`config.mk`:
```
export PLATFORM = sky130hd
export DESIGN_NAME = mux_rr_flat
export DESIGN_NICKNAME = d
export VERILOG_FILES = /design/src/rtl/mux_rr_pkg.sv /design/src/rtl/mux_rr_if.sv /design/src/rtl/mux_rr_arbitro_rr.sv /design/src/rtl/mux_rr.sv /design/src/flat_wrapper.sv
export SDC_FILE = /design/constraint.sdc
export NUM_CORES = 1
export LEC_CHECK = 0
export ABC_AREA = 0
export ABC_CLOCK_PERIOD_IN_PS = 4450
export CAP_MARGIN = 20
export CELL_PAD_IN_SITES_DETAIL_PLACEMENT = 1
export CELL_PAD_IN_SITES_GLOBAL_PLACEMENT = 1
export CORE_AREA = 4 4 61 63
export CTS_BUF_LIST = sky130_fd_sc_hd__clkbuf_16
export DETAILED_ROUTE_END_ITERATION = 12
export DIE_AREA = 0 0 65 67
export MAX_ROUTING_LAYER = met4
export PLACE_DENSITY = 0.83
export SKIP_CTS_REPAIR_TIMING = 1
export SLEW_MARGIN = 5
export SYNTH_ARGS = -nofsm -noshare
export SYNTH_HDL_FRONTEND = slang
export SYNTH_SLANG_ARGS = --single-unit
```
`constraint.sdc`:
```
create_clock -name clk -period 4.45 [get_ports clk]
set_clock_uncertainty 0.2 [all_clocks]
set_input_delay 1.1125 -clock clk [delete_from_list [all_inputs] [get_ports clk]]
set_output_delay 1.1125 -clock clk [all_outputs]
set_load 0.02 [all_outputs]
```
`src/rtl/mux_rr_pkg.sv`:
```
// mux_rr_pkg: lane count, selector width and lane-index encodings shared by mux_rr and demux
package mux_rr_pkg;
    localparam int NUM_CARRILES = 4;
    localparam int SEL_BITS     = 2;
    typedef enum logic [SEL_BITS-1:0] {
        CARRIL0 = 2'b00,
        CARRIL1 = 2'b01,
        CARRIL2 = 2'b10,
        CARRIL3 = 2'b11
    } carril_e;
endpackage

```
`src/rtl/mux_rr_if.sv`:
```
// mux_rr_if: lane FIFO heads, pop strobes and registered output stream of the egress mux
interface mux_rr_if #(parameter int DATA_BITS = 4);
    import mux_rr_pkg::*;
    logic                 enb;
    logic                 pausa;
    logic [DATA_BITS-1:0] entrada0, entrada1, entrada2, entrada3;
    logic                 vacio0, vacio1, vacio2, vacio3;
    logic                 pop0, pop1, pop2, pop3;
    logic [DATA_BITS-1:0] salida;
    logic                 valido;
    logic [SEL_BITS-1:0]  selector;
    modport master (
        input  enb, pausa, entrada0, entrada1, entrada2, entrada3, vacio0, vacio1, vacio2, vacio3,
        output pop0, pop1, pop2, pop3, salida, valido, selector
    );
    modport slave (
        output enb, pausa, entrada0, entrada1, entrada2, entrada3, vacio0, vacio1, vacio2, vacio3,
        input  pop0, pop1, pop2, pop3, salida, valido, selector
    );
endinterface

```
`src/rtl/mux_rr_arbitro_rr.sv`:
```
// arbitro_rr: combinational lane arbiter, round-robin from ptr or fixed lane-0-first under MUX_PRIORIDAD_FIJA_EN
module arbitro_rr
    import mux_rr_pkg::*;
(
    input  logic [NUM_CARRILES-1:0] req,
    input  logic [SEL_BITS-1:0]     ptr,
    output logic [NUM_CARRILES-1:0] gnt,
    output logic [SEL_BITS-1:0]     idx
);
    logic [SEL_BITS-1:0] k;
    logic                found;
    always_comb begin
        gnt   = '0;
        idx   = '0;
        found = 1'b0;
        k     = '0;
        for (int i = 0; i < NUM_CARRILES; i++) begin
`ifdef MUX_PRIORIDAD_FIJA_EN
            k = i[SEL_BITS-1:0];
`else
            k = ptr + i[SEL_BITS-1:0];
`endif
            if (!found && req[k]) begin
                gnt[k] = 1'b1;
                idx    = k;
                found  = 1'b1;
            end
        end
    end
endmodule

```
`src/rtl/mux_rr.sv`:
```
// mux_rr: 4-to-1 FWFT lane recombiner with registered output; MUX_PRIORIDAD_FIJA_EN selects fixed priority
module mux_rr
    import mux_rr_pkg::*;
#(
    parameter int DATA_BITS = 4
) (
    input  logic      clk,
    input  logic      reset,
    mux_rr_if.master  bus
);
    logic [NUM_CARRILES-1:0] req, gnt, pop;
    logic [SEL_BITS-1:0]     idx, ptr;
    logic [DATA_BITS-1:0]    dato;
    logic                    libre;

    assign req   = ~{bus.vacio3, bus.vacio2, bus.vacio1, bus.vacio0};
    assign libre = bus.enb & ~bus.pausa & ~reset;
    assign pop   = gnt & {NUM_CARRILES{libre}};
    assign {bus.pop3, bus.pop2, bus.pop1, bus.pop0} = pop;

    arbitro_rr u_arb (.req(req), .ptr(ptr), .gnt(gnt), .idx(idx));

    always_comb
        dato = idx == CARRIL0 ? bus.entrada0 :
               idx == CARRIL1 ? bus.entrada1 :
               idx == CARRIL2 ? bus.entrada2 : bus.entrada3;

`ifdef MUX_PRIORIDAD_FIJA_EN
    assign ptr = '0;
`else
    // Pointer moves just past the served lane so it becomes lowest priority next.
    always_ff @(posedge clk)
        if (reset)
            ptr <= '0;
        else if (|pop)
            ptr <= idx + 2'd1;
`endif

    always_ff @(posedge clk) begin
        if (reset) begin
            bus.salida   <= '0;
            bus.valido   <= 1'b0;
            bus.selector <= '0;
        end else if (|pop) begin
            bus.salida   <= dato;
            bus.valido   <= 1'b1;
            bus.selector <= idx;
        end else begin
            bus.salida   <= '0;
            bus.valido   <= 1'b0;
        end
    end
endmodule
```
`src/flat_wrapper.sv`:
```
// flat-port wrapper written by rule: the top's interface ports become plain ports
module mux_rr_flat import mux_rr_pkg::*;
#(
    parameter int DATA_BITS = 4
)
  (clk, reset, bus_enb, bus_pausa, bus_entrada0, bus_entrada1, bus_entrada2, bus_entrada3, bus_vacio0, bus_vacio1, bus_vacio2, bus_vacio3, bus_pop0, bus_pop1, bus_pop2, bus_pop3, bus_salida, bus_valido, bus_selector);
  mux_rr_if #(.DATA_BITS(DATA_BITS)) bus_i ();
  input  logic clk;
  input  logic reset;
  input wire logic [$bits(bus_i.enb)-1:0] bus_enb;
  input wire logic [$bits(bus_i.pausa)-1:0] bus_pausa;
  input wire logic [$bits(bus_i.entrada0)-1:0] bus_entrada0;
  input wire logic [$bits(bus_i.entrada1)-1:0] bus_entrada1;
  input wire logic [$bits(bus_i.entrada2)-1:0] bus_entrada2;
  input wire logic [$bits(bus_i.entrada3)-1:0] bus_entrada3;
  input wire logic [$bits(bus_i.vacio0)-1:0] bus_vacio0;
  input wire logic [$bits(bus_i.vacio1)-1:0] bus_vacio1;
  input wire logic [$bits(bus_i.vacio2)-1:0] bus_vacio2;
  input wire logic [$bits(bus_i.vacio3)-1:0] bus_vacio3;
  output wire logic [$bits(bus_i.pop0)-1:0] bus_pop0;
  output wire logic [$bits(bus_i.pop1)-1:0] bus_pop1;
  output wire logic [$bits(bus_i.pop2)-1:0] bus_pop2;
  output wire logic [$bits(bus_i.pop3)-1:0] bus_pop3;
  output wire logic [$bits(bus_i.salida)-1:0] bus_salida;
  output wire logic [$bits(bus_i.valido)-1:0] bus_valido;
  output wire logic [$bits(bus_i.selector)-1:0] bus_selector;
  assign bus_i.enb = bus_enb;
  assign bus_i.pausa = bus_pausa;
  assign bus_i.entrada0 = bus_entrada0;
  assign bus_i.entrada1 = bus_entrada1;
  assign bus_i.entrada2 = bus_entrada2;
  assign bus_i.entrada3 = bus_entrada3;
  assign bus_i.vacio0 = bus_vacio0;
  assign bus_i.vacio1 = bus_vacio1;
  assign bus_i.vacio2 = bus_vacio2;
  assign bus_i.vacio3 = bus_vacio3;
  assign bus_pop0 = bus_i.pop0;
  assign bus_pop1 = bus_i.pop1;
  assign bus_pop2 = bus_i.pop2;
  assign bus_pop3 = bus_i.pop3;
  assign bus_salida = bus_i.salida;
  assign bus_valido = bus_i.valido;
  assign bus_selector = bus_i.selector;
  mux_rr #(.DATA_BITS(DATA_BITS)) u_core (.clk(clk), .reset(reset), .bus(bus_i));
endmodule
```
Word-level counts from Yosys, hierarchy flattened

Index checks and enable logic that the tools add are counted.

Register bits after elaboration: 9
Word-level logic and storage cells: 72

Add/subtract/negate cells: 4
Magnitude comparators: 8
Equal/unequal tests: 2
Muxes and demuxes: 31
Bitwise gates (word level): 10
Reduce and logical (&&, ||, !) cells: 13

Operators by type and width:

| cell                                                                   | count |
|---|---|
| 4-bit 2-to-1 mux                                                       | 7 |
| 2-bit by 3-bit < comparator with 1-bit output (second input constant)  | 4 |
| 1-bit 2-to-1 mux                                                       | 12 |
| 4-bit OR                                                               | 3 |
| 1-bit binary-select mux with 2-bit select                              | 4 |
| 1-bit demux with 2-bit select                                          | 4 |
| 2-bit by 1-bit >= comparator with 1-bit output (second input constant) | 4 |
| 2-bit 2-to-1 mux                                                       | 4 |
| 1-bit logical AND                                                      | 7 |
| 2-bit by 1-bit adder with 2-bit output (second input constant)         | 2 |
| 2-bit adder (second input constant)                                    | 2 |
| 4-bit bitwise AND                                                      | 1 |
| 4-bit NOT                                                              | 1 |
| 4-bit OR reduction                                                     | 1 |
| 1-bit zero test                                                        | 3 |
| 1-bit NOT                                                              | 3 |
| 1-bit bitwise AND                                                      | 2 |
| 2-bit by 1-bit equality test with 1-bit output (second input constant) | 1 |
| 2-bit equality test (second input constant)                            | 1 |
| 2-bit zero test                                                        | 1 |
| 2-bit OR reduction                                                     | 1 |

Logic depth before layout (Yosys ltp)

Depth in word-level cells: 17
Mapped depth: 18
Gate-level depth less buffers: 14

Cells and area by module

A second synthesis with hierarchy kept.

Cell total of the unflattened synthesis: 121
Area total of the unflattened synthesis: 998.5 um2

Modules (own cells, without submodules):

| module     | instances | cells an instance | area an instance (um2) |
|---|---|---|---|
| mux_rr     | 1         | 56                | 509.2 |
| arbitro_rr | 1         | 65                | 489.2 |

Least setup slack after synthesis

Ideal clock, no wire load.

Path kind: register -> output
From: register u_core.ptr[0]
To: output bus_pop1
Arrival time: 2.586 ns
Data required time: 3.138 ns
Path slack: 0.552 ns
Cell stages (with the launch flop): 11
Path buffers: 3
Cells stage by stage: dfxtp_1 > buf_6 > clkbuf_1 > inv_1 > ha_1 > clkbuf_1 > mux4_2 > and3_1 > a221oi_1 > a2bb2oi_1 > nor2_1

Cells in the longest elaborated chain, start to end: 13
Elaborated cells between the ends (all ways): 48

Ends and longest elaborated chain:

| item                                                                                   | line                    | RTL |
|---|---|---|
| start, declared                                                                        | mux_rr.sv:12            | `logic [SEL_BITS-1:0] idx, ptr;` |
| start signal, assigned                                                                 | mux_rr.sv:36            | `ptr <= idx + 2'd1;` |
| branches (longest 11 deep; another with 2-bit by 3-bit < comparator with 1-bit output) | n/a                     |  |
| 4-bit 2-to-1 mux *                                                                     | mux_rr_arbitro_rr.sv:23 | `if (!found && req[k]) begin` |
| 4-bit bitwise AND *                                                                    | mux_rr.sv:18            | `assign pop = gnt & {NUM_CARRILES{libre}};` |
| end, declared                                                                          | flat_wrapper.sv:21      | `output wire logic [$bits(bus_i.pop1)-1:0] bus_pop1;` |

Mark *: on every way between the ends. The select of a mux whose other input is x is not followed.

Final worst setup path

From: input bus_vacio0
To: output bus_pop2

Cells in the longest elaborated chain, start to end: 14
Elaborated cells between the ends (all ways): 26

Ends and longest elaborated chain:

| item                                      | line                    | RTL |
|---|---|---|
| start, declared                           | flat_wrapper.sv:16      | `input wire logic [$bits(bus_i.vacio0)-1:0] bus_vacio0;` |
| 4-bit NOT *                               | mux_rr.sv:16            | `assign req = ~{bus.vacio3, bus.vacio2, bus.vacio1, bus.vacio0};` |
| 1-bit binary-select mux with 2-bit select | mux_rr_arbitro_rr.sv:23 |  |
| 1-bit 2-to-1 mux (implied by the code)    | mux_rr_arbitro_rr.sv:23 |  |
| 1-bit 2-to-1 mux                          | mux_rr_arbitro_rr.sv:23 |  |
| 1-bit zero test                           | mux_rr_arbitro_rr.sv:23 |  |
| 1-bit logical AND                         | mux_rr_arbitro_rr.sv:23 |  |
| 1-bit 2-to-1 mux                          | mux_rr_arbitro_rr.sv:23 |  |
| 1-bit zero test                           | mux_rr_arbitro_rr.sv:23 |  |
| 1-bit logical AND                         | mux_rr_arbitro_rr.sv:23 |  |
| 1-bit 2-to-1 mux                          | mux_rr_arbitro_rr.sv:23 |  |
| 1-bit zero test                           | mux_rr_arbitro_rr.sv:23 |  |
| 1-bit logical AND                         | mux_rr_arbitro_rr.sv:23 |  |
| 4-bit 2-to-1 mux *                        | mux_rr_arbitro_rr.sv:23 |  |
| 4-bit bitwise AND *                       | mux_rr.sv:18            |  |
| end, declared                             | flat_wrapper.sv:22      | `output wire logic [$bits(bus_i.pop2)-1:0] bus_pop2;` |

Every way passes the cells marked *; elsewhere a longest branch is shown, timed or not. The select of a mux whose other input is x is not followed.

==> impl_metrics.prom <==
# TYPE chip_impl_metric gauge
chip_impl_info{name="result_of_the_run",value="finished, final reports clean"} 1
chip_impl_info{name="root_buf_cell",value="sky130_fd_sc_hd__clkbuf_16"} 1
chip_impl_metric{name="grt_antenna_before_repair",unit=""} 0
chip_impl_metric{name="coreArea",unit="sq um"} 3230
chip_impl_metric{name="post-route-drc-count",unit=""} 0
chip_impl_info{name="mostFrequentLayoutCell",value="sky130_fd_sc_hd__clkdlybuf4s50_1"} 1
chip_impl_metric{name="critical_path_required",unit="ns"} 3.14
chip_impl_metric{name="drv_slew",unit=""} 0
chip_impl_metric{name="die_h",unit="microns"} 67
chip_impl_metric{name="design.final.nets",unit=""} 206
chip_impl_metric{name="portBuffers",unit=""} 34
chip_impl_metric{name="reg2regPathDepth",unit=""} 16
chip_impl_info{name="worst_hold_path_type",value="reg -> reg"} 1
chip_impl_metric{name="worstPathMaxFanout",unit=""} 4
chip_impl_metric{name="synth_seq_cells",unit=""} 9
chip_impl_info{name="crit_chain",value="clkdlybuf4s50_1, mux4_2, and3_1, a221oi_1, a2bb2oi_1, nor2_1, dlymetal6s2s_1"} 1
chip_impl_metric{name="finalSetupViolations",unit=""} 0
chip_impl_metric{name="max_slew.worst_pin.slew",unit="ns"} 0.432
chip_impl_metric{name="maxCapViolations",unit=""} 0
chip_impl_metric{name="clock.fmax",unit="MHz"} 233
chip_impl_metric{name="globalRouteMet1Util",unit=""} 0.149
chip_impl_metric{name="grt_use_total",unit=""} 0.155
chip_impl_metric{name="area_growth_syn_to_layout",unit="%"} 51.9
chip_impl_info{name="highest_count_cells_in_the_layout_ignoring_fill_and_taps",value="30 x sky130_fd_sc_hd__clkdlybuf4s50_1, 19 x sky130_fd_sc_hd__nor2_1, 12 x sky130_fd_sc_hd__a21oi_1, 12 x sky130_fd_sc_hd__nand2_1, 12 x sky130_fd_sc_hd__buf_4"} 1
chip_impl_metric{name="dieArea",unit="sq um"} 4360
chip_impl_info{name="capturing_point_of_the_worst_reg2reg_path",value="u_core.bus.salida[0]$_SDFF_PP0_"} 1
chip_impl_info{name="hold_path_startpoint",value="u_core.bus.selector[0]$_SDFFE_PP0P_"} 1
chip_impl_metric{name="clock_path_buffers",unit=""} 2
chip_impl_metric{name="detail_route.iter0.violations",unit=""} 81
chip_impl_info{name="r2r_start",value="u_core.ptr[0]$_SDFFE_PP0P_"} 1
chip_impl_metric{name="crit_arrival",unit="ns"} 2.98
chip_impl_info{name="rsz0062_at_grt",value="no"} 1
chip_impl_metric{name="total_leakage_power",unit="nW"} 0.703
chip_impl_metric{name="drt-total-wl",unit="microns"} 3070
chip_impl_metric{name="vias",unit=""} 1107
chip_impl_info{name="timing.hold.worst_endpoint",value="u_core.bus.selector[0]$_SDFFE_PP0P_"} 1
chip_impl_metric{name="syn_nets",unit=""} 164
chip_impl_metric{name="timing.max_slew.rel_slack",unit=""} 0.709
chip_impl_metric{name="clkLatencyLatePin",unit="ns"} 0.24
chip_impl_metric{name="cts_made_buffers",unit=""} 3
chip_impl_info{name="critical_path.startpoint_type",value="input port"} 1
chip_impl_metric{name="synth_async_sr_flop_share",unit=""} 0
chip_impl_metric{name="wl_per_cell",unit="microns"} 14.2
chip_impl_metric{name="antennaDiodeCount",unit=""} 0
chip_impl_metric{name="min_path_cells",unit=""} 2
chip_impl_metric{name="synth-edff-count",unit=""} 0
chip_impl_metric{name="post_synth_inst_count",unit=""} 129
chip_impl_metric{name="grt_first_pass_wirelength",unit="microns"} 5180
chip_impl_info{name="endpoint_kind",value="output port"} 1
chip_impl_metric{name="via_per_inst",unit=""} 5.13
chip_impl_metric{name="r2r_setup_slack",unit="ns"} 1.08
chip_impl_metric{name="gr-usage-met3",unit=""} 0.0270
chip_impl_metric{name="fin_util",unit=""} 0.471
chip_impl_metric{name="clkSinkCount",unit=""} 9
chip_impl_info{name="cts_tree",value="yes"} 1
chip_impl_metric{name="floorplan.die.width",unit="microns"} 65
chip_impl_metric{name="first_global_vias",unit=""} 1212
chip_impl_metric{name="final_period_minus_worst_setup_slack",unit="ns"} 4.29
chip_impl_metric{name="report.final.hold_viol_count",unit=""} 0
chip_impl_metric{name="p_total",unit="W"} 0.000632
chip_impl_metric{name="final_antenna_net_count",unit=""} 0
chip_impl_metric{name="grt_start_max_net_pins",unit=""} 20
chip_impl_info{name="worst_path_max_delay_cell",value="sky130_fd_sc_hd__mux4_2"} 1
chip_impl_metric{name="power-per-cell-area",unit="nW/um^2"} 415
chip_impl_metric{name="gp_congestion",unit=""} 0.842
chip_impl_metric{name="ys.warnings.count",unit=""} 0
chip_impl_metric{name="global_route.usage.met2",unit=""} 0.301
chip_impl_metric{name="synth_area",unit="sq um"} 1000
chip_impl_metric{name="avgSynthCellArea",unit="sq um"} 7.77
chip_impl_metric{name="drt-pass1-iter-count",unit=""} 3
chip_impl_metric{name="yosys.cell_types.count",unit=""} 41
chip_impl_metric{name="worst_voltage_drop_across_the_vdd_grid",unit="mV"} 0.183
chip_impl_info{name="grt.busiest_layer",value="met2"} 1
chip_impl_info{name="yosys_most_used_dff",value="sky130_fd_sc_hd__dfxtp_1"} 1
chip_impl_metric{name="fp-row-count",unit=""} 21
chip_impl_metric{name="globalRouteOverflowTotal",unit=""} 0
chip_impl_metric{name="cpPeakStageDelay",unit="ns"} 0.48
chip_impl_metric{name="seq_area_frac_synth",unit=""} 0.180
chip_impl_metric{name="drive_gt1_frac",unit=""} 0.124
chip_impl_metric{name="clock_transition_at_the_registers_of_the_reported_paths",unit="ns"} 0.04
chip_impl_metric{name="post-route-period-util",unit=""} 0.965
chip_impl_metric{name="num_io_pins",unit=""} 35
chip_impl_metric{name="cts_htree_levels",unit=""} 1
chip_impl_metric{name="start_util",unit=""} 0.310
chip_impl_metric{name="fin_setup_tns",unit="ns"} 0
chip_impl_info{name="timing.setup.critical_path_class",value="in -> out"} 1
power breakdown:
part	total, W	leakage, nW	internal [W]	switching, W
Combinational	0.000376	0.588	0.000173	0.000203
Clock	0.000160	0.0423	0.000118	0.0000427
Sequential	0.0000952	0.0732	0.0000912	0.00000397
Total	0.000632	0.703	0.000382	0.000250
registers in the layout (all words and copies together) (netlist names):
register,flops
u_core.bus.salida,4
u_core.bus.selector,2
u_core.bus.valido,1
u_core.ptr,2
per-layer routing:
| layer | part of all wire | vias up |
|---|---|---|
| met5 | 0 | - |
| met4 | 0.023 | 0 |
| met3 | 0.038 | 6 |
| met2 | 0.55 | 27 |
| met1 | 0.39 | 533 |
| li1 | - | 541 |
cells in the mapped netlist (2+ instances only):
library cell	instances	area share
sky130_fd_sc_hd__buf_6	3	0.034
sky130_fd_sc_hd__o211ai_1	2	0.015
sky130_fd_sc_hd__mux2_2	2	0.022
sky130_fd_sc_hd__o21a_1	2	0.015
sky130_fd_sc_hd__dfxtp_1	9	0.18
sky130_fd_sc_hd__mux2i_1	8	0.080
sky130_fd_sc_hd__a221oi_1	2	0.017
sky130_fd_sc_hd__clkbuf_1	3	0.011
sky130_fd_sc_hd__nand2_1	13	0.049
sky130_fd_sc_hd__nand2b_1	2	0.012
sky130_fd_sc_hd__inv_1	8	0.030
sky130_fd_sc_hd__nor2_1	19	0.071
sky130_fd_sc_hd__mux4_2	2	0.045
sky130_fd_sc_hd__ha_1	11	0.14
sky130_fd_sc_hd__a2bb2oi_1	2	0.017
sky130_fd_sc_hd__a22oi_1	2	0.015
sky130_fd_sc_hd__o21ai_0	3	0.015
sky130_fd_sc_hd__o221ai_1	2	0.017
sky130_fd_sc_hd__a21oi_1	12	0.060
cell families after synthesis:
logic type	after synthesis	synth area share
and+or+nand+nor	42	0.191
AOI/OAI and AO/OA	37	0.252
buffers and inverters	18	0.0924
muxes	12	0.147
adders and majority gates	11	0.137
DFF	9	0.180
critical path: cells and delay by family:
family | cells | cell delay, ns
buffers and inverters | 2 | 0.67
muxes | 1 | 0.48
AOI/OAI and AO/OA | 2 | 0.47
and+or+nand+nor | 2 | 0.24
final cells by class:
class / count / area (sq um)
Clock buffer: 3 / 75.1
Sequential cell: 9 / 180
Multi-Input combinational cell: 102 / 732
Tap cell: 46 / 57.6
Inverter: 9 / 33.8
Timing Repair Buffer: 46 / 440
Clock inverter: 1 / 3.75
Fill cell: 394 / 1710
through the flow:
stage | instance area (sq um) | hold slack, ns | worst slack (ns) | instances
after floorplan | 1000 | 0.335 | 0.552 | 129
after global placement | 1430 | 0.250 | -0.132 | 212
after detailed placement | 1430 | 0.267 | -0.180 | 212
after CTS | 1510 | 0.280 | -0.184 | 216
after global routing | 1520 | 0.296 | 0.0447 | 216
final | 1520 | 0.272 | 0.156 | 216
worst max path at each step:
stage,startpoint,to,slack [ns],cells past startpoint
5_1_grt,bus_vacio0,bus_pop1,0.04,7
3_5_place_dp,bus_vacio0,bus_pop2,-0.18,7
3_3_place_gp,bus_vacio1,bus_pop2,-0.13,7
4_1_cts,bus_vacio0,bus_pop2,-0.18,7
2_1_floorplan,u_core.ptr[0]$_SDFFE_PP0P_,bus_pop1,0.55,10
6_report,bus_vacio0,bus_pop2,0.16,7
Note: power is estimated with default switching activity, not from simulation.
